===== src/rtl/qsched_pkg.sv =====
// Shared types and helpers for the quantum_scheduler time-sliced arbiter.
package qsched_pkg;

  localparam int MAX_REQ = 16;

  typedef enum logic [1:0] {
    IDLE    = 2'd0,
    GRANT   = 2'd1,
    HANDOFF = 2'd2
  } state_t;

  // Index of the first set bit of req[n-1:0] at or after ptr, searching circularly; -1 if none.
  // Walk the offsets downward so the smallest offset is the last one written.
  function automatic int rr_first(input logic [MAX_REQ-1:0] req, input int n, input int ptr);
    int pos;
    int res;
    res = -1;
    for (int k = MAX_REQ - 1; k >= 0; k--) begin
      pos = ptr + k;
      if (pos >= n) pos = pos - n;
      if (k < n && req[pos[3:0]]) res = pos;
    end
    return res;
  endfunction

endpackage


===== src/rtl/rr_pick.sv =====
// Combinational circular priority picker: first requester at or after ptr.
module rr_pick
  import qsched_pkg::*;
#(
  parameter int N    = 4,
  parameter int ID_W = $clog2(N)
) (
  input  logic [N-1:0]    req,
  input  logic [ID_W-1:0] ptr,
  output logic [N-1:0]    pick,
  output logic [ID_W-1:0] idx,
  output logic            valid
);

  int first;

  always_comb begin
    first = rr_first(MAX_REQ'(req), N, int'(ptr));
    valid = (first >= 0);
    idx   = ID_W'(first);
    pick  = valid ? (N'(1) << idx) : '0;
  end

endmodule


===== src/rtl/quantum_scheduler.sv =====
// Preemptive round-robin scheduler with a QUANTUM time slice and a one-cycle handoff gap.
// Optional owner lock is enabled by defining QSCHED_LOCK_EN.
module quantum_scheduler
  import qsched_pkg::*;
#(
  parameter int NUM_REQ = 4,
  parameter int QUANTUM = 8
) (
  input  logic                       clk,
  input  logic                       reset,
`ifdef QSCHED_LOCK_EN
  input  logic                       lock,
`endif
  input  logic [NUM_REQ-1:0]         req,
  output logic [NUM_REQ-1:0]         grant,
  output logic [$clog2(NUM_REQ)-1:0] grant_id,
  output logic                       busy,
  output logic                       handoff
);

  localparam int ID_W  = $clog2(NUM_REQ);
  localparam int CNT_W = $clog2(QUANTUM + 1);

  state_t             state, state_n;
  logic [CNT_W-1:0]   cnt, cnt_n;
  logic [ID_W-1:0]    ptr, ptr_n;
  logic [NUM_REQ-1:0] grant_n;
  logic [ID_W-1:0]    id_n;
  logic [NUM_REQ-1:0] pick;
  logic [ID_W-1:0]    pick_idx;
  logic               pick_valid;
  logic               hold;
  logic               others;

`ifdef QSCHED_LOCK_EN
  assign hold = lock;
`else
  assign hold = 1'b0;
`endif

  rr_pick #(.N(NUM_REQ), .ID_W(ID_W)) u_pick (
    .req   (req),
    .ptr   (ptr),
    .pick  (pick),
    .idx   (pick_idx),
    .valid (pick_valid)
  );

  assign others  = |(req & ~grant);
  assign busy    = |grant;
  assign handoff = (state == HANDOFF);

  always_ff @(posedge clk) begin
    if (!reset) begin
      state    <= IDLE;
      cnt      <= '0;
      ptr      <= '0;
      grant    <= '0;
      grant_id <= '0;
    end else begin
      state    <= state_n;
      cnt      <= cnt_n;
      ptr      <= ptr_n;
      grant    <= grant_n;
      grant_id <= id_n;
    end
  end

  always_comb begin
    state_n = state;
    cnt_n   = cnt;
    ptr_n   = ptr;
    grant_n = grant;
    id_n    = grant_id;
    case (state)
      IDLE, HANDOFF: begin
        if (pick_valid) begin
          state_n = GRANT;
          grant_n = pick;
          id_n    = pick_idx;
          cnt_n   = CNT_W'(1);
        end else begin
          state_n = IDLE;
        end
      end
      GRANT: begin
        // Leaving GRANT always advances the pointer past the owner so it ranks last next time.
        if (!req[grant_id] || (cnt == CNT_W'(QUANTUM) && !hold && others)) begin
          state_n = HANDOFF;
          grant_n = '0;
          ptr_n   = (grant_id == ID_W'(NUM_REQ - 1)) ? '0 : grant_id + ID_W'(1);
        end else if (cnt == CNT_W'(QUANTUM)) begin
          cnt_n = hold ? cnt : CNT_W'(1);
        end else begin
          cnt_n = cnt + CNT_W'(1);
        end
      end
      default: begin
        state_n = IDLE;
        grant_n = '0;
      end
    endcase
  end

endmodule


===== config.mk =====
export PLATFORM = sky130hd
export DESIGN_NAME = quantum_scheduler
export DESIGN_NICKNAME = d
export VERILOG_FILES = /design/src/rtl/qsched_pkg.sv /design/src/rtl/rr_pick.sv /design/src/rtl/quantum_scheduler.sv
export SDC_FILE = /design/constraint.sdc
export NUM_CORES = 1
export LEC_CHECK = 0
export CAP_MARGIN = 20
export CORE_MARGIN = 3
export CORE_UTILIZATION = 25
export DETAILED_ROUTE_END_ITERATION = 6
export PLACE_DENSITY = 0.5
export SLEW_MARGIN = 20
export SYNTH_ARGS = -nofsm -noshare
export SYNTH_HDL_FRONTEND = slang
export SYNTH_SLANG_ARGS = --single-unit

===== constraint.sdc =====
create_clock -name clk -period 2.1 [get_ports clk]
set_clock_uncertainty 0.05 [all_clocks]
set_input_delay 0.21 -clock clk [delete_from_list [all_inputs] [get_ports clk]]
set_output_delay 0.21 -clock clk [all_outputs]
set_load 0.02 [all_outputs]

==> run summary <==
The run finished with clean final reports. Synthesis instantiated 38 different standard cells from the library. Leaving out fill and tap cells, the most frequent cells in the layout are sky130_fd_sc_hd__buf_4, sky130_fd_sc_hd__clkdlybuf4s50_1, sky130_fd_sc_hd__dfxtp_1.

After synthesis, flip-flops and latches occupy about 28% of the total area. The final non-filler cell area is approximately 0.0015 sq mm. The number of antenna violations at the first check in global routing was 0. The detailed-route DRC error count is 0. In this run the critical register-to-register path is launched from ptr[0]. In this design, the largest share of critical-path delay is due to simple AND/OR/NAND/NOR gates. The number of buffers created by CTS is 3. The buffer and inverter count on the worst path is 1.

TritonCTS built the clock tree. The switching part of the total power came out at 38.5%. The max-capacitance violation count is 0. The capture endpoint of the worst hold path is cnt[1]. The share of power burned in registers is about a quarter. The sum of negative setup slack came out at 0 ps. The first global-routing pass estimated 4.51 mm of wire.

The static leakage power is just under 0.6 nW. The maximum number of pins on one net before global-route repair is 10. The synthesis-to-finish area growth is 48.0%. The number of synthesis warnings came out at 0.

The number of global-route vias before repair came to approximately 950. The proportion of netlist area held by the largest area contributor is 27.6%. The standard cell with the maximum stage delay on the critical path is sky130_fd_sc_hd__or4b_4. The peak ir drop on the vdd network is between 0.4 and 0.5 mV.

The clock network burns between 15 and 20% of the power. For this run, the total global-route usage over all layers was measured as 11.4%. The transition time at the pin with the least slew margin came out at 355 ps.

The synthesized design spends more area on one cell type than any other, namely sky130_fd_sc_hd__dfxtp_1. STA classifies the critical path endpoint as a flip-flop. The final-report setup violation count came out at 0. The total vias in the final route is roughly 960. By startpoint and endpoint, the worst setup path is classified as reg -> reg.

In this run the cell area of the synthesized design comes to ~0.001 sq mm. The vertical die dimension is 69.8 um. The final hold violation count is 0. The total area of sequential cells came out at ~290 sq um. The placeable core region came out at approximately 0.0038 sq mm. The horizontal die dimension is approximately 70 um. The max-slew violation count came out at 0. In the final routed layout, each cell accounts on average for 13.9 um. The post-placement cell area came out at between 0.001 and 0.0015 sq mm. The net count of the mapped netlist came out at around 120. The fraction of final layout cells sized beyond drive strength 1 is between 30% and 40%. The worst hold path passes through 2 cells. The final antenna diode count is 0. In this run the critical register-to-register path is captured at grant[0].

The maximum cell stage delay along the critical path is 520 ps. By area the synthesized netlist is led by sky130_fd_sc_hd__dfxtp_1, sky130_fd_sc_hd__ha_1, sky130_fd_sc_hd__mux2_2, sky130_fd_sc_hd__mux4_2, sky130_fd_sc_hd__mux2i_1. The initial DRC count came out at 14. The detailed-route wire length is between 2 and 3 mm. In this run the tool buffered the top-level ports with 13 buffer cells.

The fraction of registers with async set/reset came out at 0%. The count of nets left with antenna violations once routing finished came out at 0. The highest fanout seen on the critical path is 4.

The switching power summed over all nets is about 0.00060 W. The number of flops mapped to enable cells by yosys is 0. The relative contribution of combinational cells to total power is between 50% and 60%. The ratio of total power to cell area came out at between 1000 and 1500 mW/mm^2. The length of the first detailed-routing pass in iterations came out at 4.

The number of filler cells placed in the layout is slightly below 400. Hold repair after CTS inserted 0 buffers. The die covers around 0.0049 sq mm.

The internal power contribution came out at 0.000964 W. The floorplan has 22 rows. The number of H-tree levels came out at 1.

The number of vias per cell after detailed routing is roughly 4.9. The time the final worst path needs with I/O delays and setup came out at roughly 2100 ps. The min-delay analysis places its worst path in the category reg -> reg. The post-synthesis cell count came out at 107. The average size of a mapped cell is between 9 and 10 sq um. Traced cell by cell, the critical path runs through inv_2, ha_4, mux4_2, nand2_4, a41oi_4, or4b_4, o22ai_2. Static timing analysis puts the maximum clock frequency at around 480 MHz. Setup slack closes at 15.5 ps.

The number of top-level design ports came out at 14. The number of nets at the end of the flow is roughly 160. The startpoint identified for the worst hold timing path is cnt[1].

The starting density of the core is roughly 27%. Leaving out fill and tap cells, the most frequent cell in the layout is sky130_fd_sc_hd__buf_4. The total power after layout is about 0.0016 W.

The worst slack at placement came out at -162 ps. For the worst flop-to-flop path, the logic depth is 7. The worst slew margin relative to its limit came out at between 70% and 80%.

The latest clock arrival within the worst-skew pair is between 200 and 300 ps. The ratio of final minimum period to clock period is about 99%. The required time of the critical path is ~2200 ps. Clock tree synthesis selected as its root buffer the cell sky130_fd_sc_hd__clkbuf_8. The weighted congestion reported at the end of routability-driven placement came out at ~0.81.

The most used flip-flop cell after synthesis is sky130_fd_sc_hd__dfxtp_1. The clock-pin transition on the worst setup and hold timing paths is 60 ps. Setup repair after global routing could not meet its margin everywhere. After global routing the overflow that remains totals 0. The half-perimeter wire length of the detailed placement result is about 2.1 mm. The register-to-register setup slack came out at about 16 ps. The number of buffers on the longest clock path came out at 2. The data arrival time at the worst-slack endpoint came out at around 2200 ps.

The number of clock sinks is 14. The register bit count reported by yosys is 14. The multi-input combinational cells in the finished layout cover a total of 742 sq um. The element type at the critical path start is a flip-flop.
-- power by group through the flow --
stage / registers (W) / clock network, W / logic [W]
after floorplan: 0.000421 / 0 / 0.000453
after global placement: 0.000393 / 0 / 0.000792
after detailed placement: 0.000394 / 0 / 0.000804
after CTS: 0.000389 / 0.000277 / 0.000817
after global routing: 0.000401 / 0.000291 / 0.000980
final: 0.000390 / 0.000271 / 0.000907
-- logic make-up after synthesis --
group | share of synthesized area (%)
flip-flops | 27.6
adder cells (fa/ha/maj) | 9.84
XOR/XNOR | 1.72
multiplexers | 15.4
AO/OA/AOI/OAI | 21.2
AND/OR/NAND/NOR | 19.2
buffers and inverters | 5.17
-- cell usage after synthesis (2+ instances only) --
master and count:
sky130_fd_sc_hd__dfxtp_1 14, sky130_fd_sc_hd__and2_1 2, sky130_fd_sc_hd__a31oi_1 2, sky130_fd_sc_hd__mux2_2 4
sky130_fd_sc_hd__and3_1 2, sky130_fd_sc_hd__nand2b_1 6, sky130_fd_sc_hd__nor2b_1 2, sky130_fd_sc_hd__xnor2_1 2
sky130_fd_sc_hd__mux4_2 2, sky130_fd_sc_hd__nand2_1 4, sky130_fd_sc_hd__nor2_1 6, sky130_fd_sc_hd__mux2i_1 4
sky130_fd_sc_hd__inv_1 10, sky130_fd_sc_hd__a211oi_1 2, sky130_fd_sc_hd__nand3_1 5, sky130_fd_sc_hd__nand4_1 3
sky130_fd_sc_hd__ha_1 8, sky130_fd_sc_hd__a21oi_1 5, sky130_fd_sc_hd__o22ai_1 5
-- worst max path at each step --
stage,cells past startpoint,from,end,slack [ps]
after floorplan,8,ptr[0],state[0],-20
after global placement,6,req[0],state[0],-110
after detailed placement,6,req[0],state[0],-160
after CTS,7,ptr[1],state[0],0.06
after global routing,7,ptr[0],grant[0],-70
final,7,ptr[0],grant[0],20
-- layout make-up --
cell class / instances / share of cell area [%]
sequential: 14 / 19.1
inverter: 10 / 2.49
clock buffer: 4 / 3.66
multi-input combinational: 81 / 49.3
timing repair buffer: 37 / 21.4
tap: 48 / 3.99
-- metal layers --
| metal | track usage [%] | vias up | wire length, um |
|---|---|---|---|
| li1 | - | 476 | - |
| met1 | 15.0 | 455 | 1270 |
| met2 | 18.4 | 20 | 1300 |
| met3 | 2.03 | 4 | 83 |
| met4 | 4.47 | 0 | 46 |
| met5 | 0 | - | 0 |
-- worst reg2reg max path, cell delays in order (launching register included) --
cell and delay [ps]:
sky130_fd_sc_hd__dfxtp_4 370, sky130_fd_sc_hd__inv_2 60, sky130_fd_sc_hd__ha_4 250, sky130_fd_sc_hd__mux4_2 360, sky130_fd_sc_hd__nand2_4 60, sky130_fd_sc_hd__a41oi_4 170
sky130_fd_sc_hd__or4b_4 520, sky130_fd_sc_hd__o22ai_2 160
-- state kept, by name, indices dropped and copies added, names as in the netlist --
signal,cells
ptr,2
state,2
grant,4
grant_id,2
cnt,4
-- per-stage QoR --
step / util [%] / cells / hold slack (ps)
6_report: 39.6 / 194 / 448
5_1_grt: 39.6 / 194 / 492
4_1_cts: 37.4 / 189 / 452
3_5_place_dp: 35.8 / 185 / 441
3_3_place_gp: 35.8 / 185 / 435
2_1_floorplan: - / 107 / 414
-- repair_timing --
item	CTS	global route
setup buffers	0	5
gates resized for setup	1	11
pin swaps	0	1
setup endpoints to repair	1	10
hold endpoints to repair	0	0
Power figures use the tool's default switching activity.
